**config.mk**
```make
export PLATFORM = sky130hd
export DESIGN_NAME = snn_param_loader_flat
export DESIGN_NICKNAME = d
export VERILOG_FILES = /design/src/rtl/snn_cfg_pkg.sv /design/src/rtl/snn_param_loader_if.sv /design/src/rtl/snn_cfg_frame_ctrl.sv /design/src/rtl/snn_param_loader.sv /design/src/flat_wrapper.sv
export SDC_FILE = /design/constraint.sdc
export NUM_CORES = 1
export LEC_CHECK = 0
export CAP_MARGIN = 20
export CORE_AREA = 2 2 495 497
export DETAILED_ROUTE_END_ITERATION = 16
export DIE_AREA = 0 0 497 499
export PLACE_DENSITY = 0.44
export SLEW_MARGIN = 15
export SYNTH_ARGS = -nofsm -noshare
export SYNTH_HDL_FRONTEND = slang
export SYNTH_SLANG_ARGS = --single-unit
export TNS_END_PERCENT = 5
```
**constraint.sdc**
```tcl
create_clock -name clk -period 3 [get_ports clk]
set_input_delay 0.45 -clock clk [delete_from_list [all_inputs] [get_ports clk]]
set_output_delay 0.45 -clock clk [all_outputs]
set_load 0.05 [all_outputs]
```
**src/rtl/snn_cfg_pkg.sv**
```systemverilog
// Shared widths, frame constants and FSM encoding for the SNN
// configuration loader and the core it feeds.
package snn_cfg_pkg;

  localparam int NBITS   = 2;
  localparam int W_BYTES = 52;
  localparam int D_BYTES = 104;
  localparam logic [7:0] HDR_BYTE = 8'hA5;

  localparam int WEIGHT_W = 8 * W_BYTES;
  localparam int DELAY_W  = 8 * D_BYTES;

  localparam logic [6:0] W_LAST = 7'(W_BYTES - 1);
  localparam logic [6:0] D_LAST = 7'(D_BYTES - 1);

  localparam logic [2:0] ST_IDLE   = 3'd0;
  localparam logic [2:0] ST_LOAD_W = 3'd1;
  localparam logic [2:0] ST_LOAD_D = 3'd2;
  localparam logic [2:0] ST_LOAD_P = 3'd3;
  localparam logic [2:0] ST_CHECK  = 3'd4;
  localparam logic [2:0] ST_DONE   = 3'd5;
  localparam logic [2:0] ST_ERR    = 3'd6;

  typedef enum logic [2:0] {
    IDLE   = ST_IDLE,
    LOAD_W = ST_LOAD_W,
    LOAD_D = ST_LOAD_D,
    LOAD_P = ST_LOAD_P,
    CHECK  = ST_CHECK,
    DONE   = ST_DONE,
    ERR    = ST_ERR
  } state_t;

  localparam int THR_LSB = 0;
  localparam int DEC_LSB = 2;
  localparam int REF_LSB = 4;

  function automatic logic is_rest(state_t s);
    return (s == IDLE) || (s == DONE) || (s == ERR);
  endfunction

endpackage

```
**src/rtl/snn_param_loader_if.sv**
```systemverilog
// Byte-serial configuration stream: one byte per cycle while
// data_valid is high.
interface snn_param_loader_if;
  logic [7:0] data_in;
  logic       data_valid;

  modport master (output data_in, output data_valid);
  modport slave  (input  data_in, input  data_valid);
endinterface

```
**src/rtl/snn_cfg_frame_ctrl.sv**
```systemverilog
// Frame sequencer: tracks position in the stream, running XOR
// checksum, and emits byte-write strobes for the bus registers.
module snn_cfg_frame_ctrl
  import snn_cfg_pkg::*;
(
  input  logic       clk,
  input  logic       rst_n,
  input  logic [7:0] data,
  input  logic       valid,
  output logic       we_w,
  output logic       we_d,
  output logic       we_p,
  output logic [6:0] idx,
  output logic       config_valid,
  output logic       load_busy,
  output logic       load_error
);

  state_t     state;
  logic [6:0] cnt;
  logic [7:0] csum;

  assign we_w = valid && (state == LOAD_W);
  assign we_d = valid && (state == LOAD_D);
  assign we_p = valid && (state == LOAD_P);
  assign idx  = cnt;

  always_ff @(posedge clk or negedge rst_n) begin
    if (!rst_n) begin
      state        <= IDLE;
      cnt          <= '0;
      csum         <= '0;
      config_valid <= 1'b0;
      load_busy    <= 1'b0;
      load_error   <= 1'b0;
    end else if (valid) begin
      unique case (state)
        IDLE, DONE, ERR: begin
          if (data == HDR_BYTE) begin
            state        <= LOAD_W;
            cnt          <= '0;
            csum         <= '0;
            config_valid <= 1'b0;
            load_error   <= 1'b0;
            load_busy    <= 1'b1;
          end
        end
        LOAD_W: begin
          csum <= csum ^ data;
          if (cnt == W_LAST) begin
            cnt   <= '0;
            state <= LOAD_D;
          end else begin
            cnt <= cnt + 7'd1;
          end
        end
        LOAD_D: begin
          csum <= csum ^ data;
          if (cnt == D_LAST) begin
            cnt   <= '0;
            state <= LOAD_P;
          end else begin
            cnt <= cnt + 7'd1;
          end
        end
        LOAD_P: begin
          csum  <= csum ^ data;
          state <= CHECK;
        end
        CHECK: begin
          load_busy <= 1'b0;
          if (data == csum) begin
            config_valid <= 1'b1;
            state        <= DONE;
          end else begin
            load_error <= 1'b1;
            state      <= ERR;
          end
        end
        default: begin
          state     <= IDLE;
          load_busy <= 1'b0;
        end
      endcase
    end
  end

endmodule

```
**src/rtl/snn_param_loader.sv**
```systemverilog
// Byte-serial parameter loader: assembles a framed stream into the
// weight, delay and neuron-parameter buses of the SNN core.
module snn_param_loader
  import snn_cfg_pkg::*;
(
  input  logic                clk,
  input  logic                rst_n,
  snn_param_loader_if.slave   cfg,
  output logic [WEIGHT_W-1:0] weights,
  output logic [DELAY_W-1:0]  delays,
  output logic [NBITS-1:0]    threshold,
  output logic [NBITS-1:0]    decay,
  output logic [NBITS-1:0]    refractory_period,
  output logic                config_valid,
  output logic                load_busy,
  output logic                load_error
);

  logic       we_w;
  logic       we_d;
  logic       we_p;
  logic [6:0] idx;

  logic [W_BYTES-1:0][7:0] w_q;
  logic [D_BYTES-1:0][7:0] d_q;

  snn_cfg_frame_ctrl u_ctrl (
    .clk          (clk),
    .rst_n        (rst_n),
    .data         (cfg.data_in),
    .valid        (cfg.data_valid),
    .we_w         (we_w),
    .we_d         (we_d),
    .we_p         (we_p),
    .idx          (idx),
    .config_valid (config_valid),
    .load_busy    (load_busy),
    .load_error   (load_error)
  );

  // Buses are written in place; config_valid marks them usable.
  always_ff @(posedge clk or negedge rst_n) begin
    if (!rst_n) begin
      w_q               <= '0;
      d_q               <= '0;
      threshold         <= '0;
      decay             <= '0;
      refractory_period <= '0;
    end else begin
      if (we_w) w_q[idx[5:0]] <= cfg.data_in;
      if (we_d) d_q[idx]      <= cfg.data_in;
      if (we_p) begin
        threshold         <= cfg.data_in[THR_LSB +: NBITS];
        decay             <= cfg.data_in[DEC_LSB +: NBITS];
        refractory_period <= cfg.data_in[REF_LSB +: NBITS];
      end
    end
  end

  assign weights = w_q;
  assign delays  = d_q;

endmodule

```
**src/flat_wrapper.sv**
```systemverilog
// flat-port wrapper written by rule: the top's interface ports become plain ports
module snn_param_loader_flat import snn_cfg_pkg::*;
  (clk, rst_n, weights, delays, threshold, decay, refractory_period, config_valid, load_busy, load_error, cfg_data_in, cfg_data_valid);
  snn_param_loader_if cfg_i ();
  input  logic clk;
  input  logic rst_n;
  output logic [WEIGHT_W-1:0] weights;
  output logic [DELAY_W-1:0] delays;
  output logic [NBITS-1:0] threshold;
  output logic [NBITS-1:0] decay;
  output logic [NBITS-1:0] refractory_period;
  output logic config_valid;
  output logic load_busy;
  output logic load_error;
  input wire logic [$bits(cfg_i.data_in)-1:0] cfg_data_in;
  input wire logic [$bits(cfg_i.data_valid)-1:0] cfg_data_valid;
  assign cfg_i.data_in = cfg_data_in;
  assign cfg_i.data_valid = cfg_data_valid;
  snn_param_loader u_core (.clk(clk), .rst_n(rst_n), .cfg(cfg_i), .weights(weights), .delays(delays), .threshold(threshold), .decay(decay), .refractory_period(refractory_period), .config_valid(config_valid), .load_busy(load_busy), .load_error(load_error));
endmodule
```
==> results of run 1 <==
==> kinds of logic (layout without fill, tap and decap cells) <==
family,count (synthesis),in the layout,share of synthesized area
xor gates and xnor gates,10,10,0.00181
AOI/OAI and AO/OA,50,50,0.00614
muxes,1255,1255,0.291
buffers and inverters,180,1781,0.0142
and+or+nand+nor,266,266,0.0285
other,0,8,0
adders and majority gates,1,1,0.000258
DFF,1275,1275,0.658
==> sequential cells by signal, indices dropped and copies added (netlist names) <==
| signal | flops |
|---|---|
| u_core.u_ctrl.idx | 7 |
| u_core.u_ctrl.load_busy | 1 |
| u_core.refractory_period | 2 |
| u_core.decay | 2 |
| u_core.u_ctrl.state | 3 |
| u_core.u_ctrl.load_error | 1 |
| u_core.weights | 416 |
| u_core.u_ctrl.csum | 8 |
| u_core.u_ctrl.config_valid | 1 |
| u_core.threshold | 2 |
| u_core.delays | 832 |
==> power breakdown <==
group / switching (W) / internal (W)
logic: 0.00864 / 0.00388
clock network: 0.00786 / 0.0109
registers: 0.000902 / 0.0187
total: 0.0174 / 0.0335
==> metrics by stage <==
step                TNS (ns)   util  cell area (um2)  std cells
floorplan                  0      -            48500       3037
global placement       -1.49  0.278            67500       7580
detailed placement     -3.12  0.278            67500       7580
CTS                        0  0.299            72600       7840
global route               0  0.299            72600       7842
finish                     0  0.300            72700       7848
==> area by class of cell <==
cell class	instances	share of cell area
repair buffers	1518	0.215
flip-flops and latches	1275	0.439
clock buffers	217	0.0614
multi-input cells	1582	0.220
inverters	6	0.000310
clock inverters	40	0.00865
well taps	3202	0.0551
diodes	8	0.000276
==> worst paths after layout <==
kind,from,end,depth (start not counted)
worst min-delay path,cfg_data_in[5],u_core.u_ctrl.csum[5],4
worst min register to register,u_core.delays[441],u_core.delays[441],1
worst max register to register,u_core.u_ctrl.idx[4],u_core.delays[625],8
min in group asynchronous,rst_n,u_core.weights[217],2
worst max-delay path,u_core.u_ctrl.idx[4],u_core.delays[625],8
max in group asynchronous,rst_n,u_core.weights[73],3
==> layer usage <==
metal  global-route usage  up-vias  routed length [um]
li1                     -    13700                   -
met1                0.198    16900               85300
met2                0.273     1096               99700
met3               0.0662      223               18400
met4               0.0458        4                5620
met5                    0        -                  21
==> critical path, delay by kind of cell (launching register included) <==
kind / cells / cell delay, ns
AND/OR/NAND/NOR: 3 / 1.01
buffers and inverters: 4 / 0.70
flip-flops: 1 / 0.49
multiplexers: 1 / 0.37
==> cells in the mapped netlist, types with 5 or more instances <==
cell type,count,area [um2]
sky130_fd_sc_hd__dfrtp_1,1275,31900
sky130_fd_sc_hd__mux2_2,1255,14100
sky130_fd_sc_hd__clkbuf_1,163,612
sky130_fd_sc_hd__nor2_1,85,319
sky130_fd_sc_hd__nand2_1,84,315
sky130_fd_sc_hd__o21ai_0,30,150
sky130_fd_sc_hd__nor2_2,21,131
sky130_fd_sc_hd__buf_2,9,45.0
sky130_fd_sc_hd__nand2b_1,9,56.3
sky130_fd_sc_hd__xor2_1,9,78.8
sky130_fd_sc_hd__nand2_2,8,50.1
sky130_fd_sc_hd__nand2_4,8,90.1
sky130_fd_sc_hd__inv_1,6,22.5
sky130_fd_sc_hd__nand3_1,6,30.0
sky130_fd_sc_hd__nor3b_1,5,37.5
sky130_fd_sc_hd__or3_1,5,31.3
==> repair_timing <==
| action | in CTS | in global routing |
|---|---|---|
| hold buffers | 3 | 0 |
| resized for setup | 0 | 0 |
| hold endpoints to repair | 39 | 0 |
==> reports/qor.csv, run 1 <==
stage;metric;value;unit
drt;Residual DRC;0;
layout;fraction of layout cells with a size suffix above 1;0.389;
setup_path;slowest cell on the critical path;sky130_fd_sc_hd__dfrtp_1;
layout;multi-input gate area in the final layout;16000;um2
layout;Reg area;31900;um2
sta;RSZ-0062 raised after global routing;no;
grt;initial antenna violation count;11;
clocking;clock slew at reported path FFs;0.06;ns
drt;drt first pass iters;4;
layout;commonest cells after routing, fill and taps aside;sky130_fd_sc_hd__dfrtp_1 (1,275), sky130_fd_sc_hd__clkdlybuf4s50_1 (1,258), sky130_fd_sc_hd__mux2_2 (1,255);
grt;total global routing overflow;0;
clocking;Post-CTS Setup Repair Bufs;0;
clocking;CTS tree;done;
placement;global placement routability congestion;0.757;
drt;Post-Route WL;209;mm
power;PnR Total Power;0.0509;W
setup_path;worst-path fanout max;8;
layout;number of nets in the layout;4549;
clocking;root buffer cell;sky130_fd_sc_hd__clkbuf_16;
clocking;buffer depth of the longest clock path;3;
layout;number of filler instances in the final layout;24400;
sta;Final Hold Slack;0.172;ns
synth;predominant post-synthesis flop cell;sky130_fd_sc_hd__dfrtp_1;
synth;FF+latch count, synth;1275;
setup_path;category of the worst setup path launch point;register;
setup_path;required arrival time at the worst endpoint;3.64;ns
synth;FFs w/ async S/R, synth;1.00;
synth;Yosys warning total;0;
sta;fin crit share;0.903;
setup_path;sort of element at the end of the critical path;register;
floorplan;initial standard-cell utilization of the core;0.200;
grt;maximum number of pins on one net before global-route repair;110;
power;power density over the cells;700;nW/um2
layout;synthesis-to-layout area growth;49.8;%
clocking;total number of H-tree levels;4;
grt;number of global-route vias before repair;33900;
placement;number of port buffers;1267;
synth;synthesized netlist net count;3049;
sta;worst clock skew on the final layout;0.0320;ns
clocking;Inserted Clock Buffers;154;
run_status;status;complete, no violations;
synth;Unique masters post-synth;50;
grt;total routing resource utilization after global routing;0.165;
floorplan;core area;243000;um2
grt;global-route wire length before repair;290;mm
power;Static Leak;33.8;nW
clocking;number of sinks on the clock net;1275;
clocking;clk_lat worst skew;0.80;ns
setup_path;Data arrival, critical path;3.35;ns
setup_path;type of the worst setup path;reg -> reg;
placement;Detailed Place HPWL;146;mm
run;Max-cap violations;0;
drt;via count;31800;
synth;number of instances in the synthesized netlist;3037;
floorplan;area of the die;248000;um2
drt;detailed router's first-iteration violation count;1229;
layout;most common cell after layout, fill and taps aside;sky130_fd_sc_hd__dfrtp_1;
synth;area of the mapped netlist;48500;um2
drt;Vias per Instance;4.06;
setup_path;sequence of cells on the critical path;buf_4 -> nor3b_2 -> buf_12 -> inv_1 -> nor2_1 -> buf_4 -> nand2_1 -> mux2_2;
sta;number of max-slew violations in the final report;0;
synth;number of synthesized flops with an enable pin;0;
sta;final period demand of the worst path;2.71;ns
setup_path;R2R setup slack;0.29;ns
drt;count of antenna-violating nets left after detailed routing;0;
setup_path;cell mode on critical path;sky130_fd_sc_hd__buf_4;
sta;count of endpoints failing setup in the final report;0;
synth;Seq/Total Area, Yosys;0.658;
floorplan;die width;497;um
sta;Fin. Hold Viols;0;
floorplan;Rows;181;
sta;Worst Tran Pin Value;0.966;ns
floorplan;top-level I/O count;1268;
sta;upper clock frequency limit;0.369;GHz
min_path;kind of path behind the tightest hold check;in -> reg;
drt;Avg WL per Cell;26.6;um
placement;Post-Place Setup Slack;-0.106;ns
floorplan;die span in y;499;um
sta;PnR worst setup slack;0.290;ns
power;Max VDD drop;0.455;mV
sta;Slew headroom;0.356;
setup_path;maximum single-stage delay on the critical path;0.49;ns
synth;Post-Syn Area per Cell;16.0;um2
Power figures use the tool's default switching activity.
==> run 2: changes to the inputs <==
--- a/config.mk
+++ b/config.mk
@@ -10,7 +10,7 @@
 export DETAILED_ROUTE_END_ITERATION = 16
 export DIE_AREA = 0 0 497 499
 export PLACE_DENSITY = 0.44
-export SLEW_MARGIN = 15
+export SLEW_MARGIN = 30
 export SYNTH_ARGS = -nofsm -noshare
 export SYNTH_HDL_FRONTEND = slang
 export SYNTH_SLANG_ARGS = --single-unit
==> results of run 2 <==
Same layout as run 1: the final DEF is identical, and so are final timing and power.
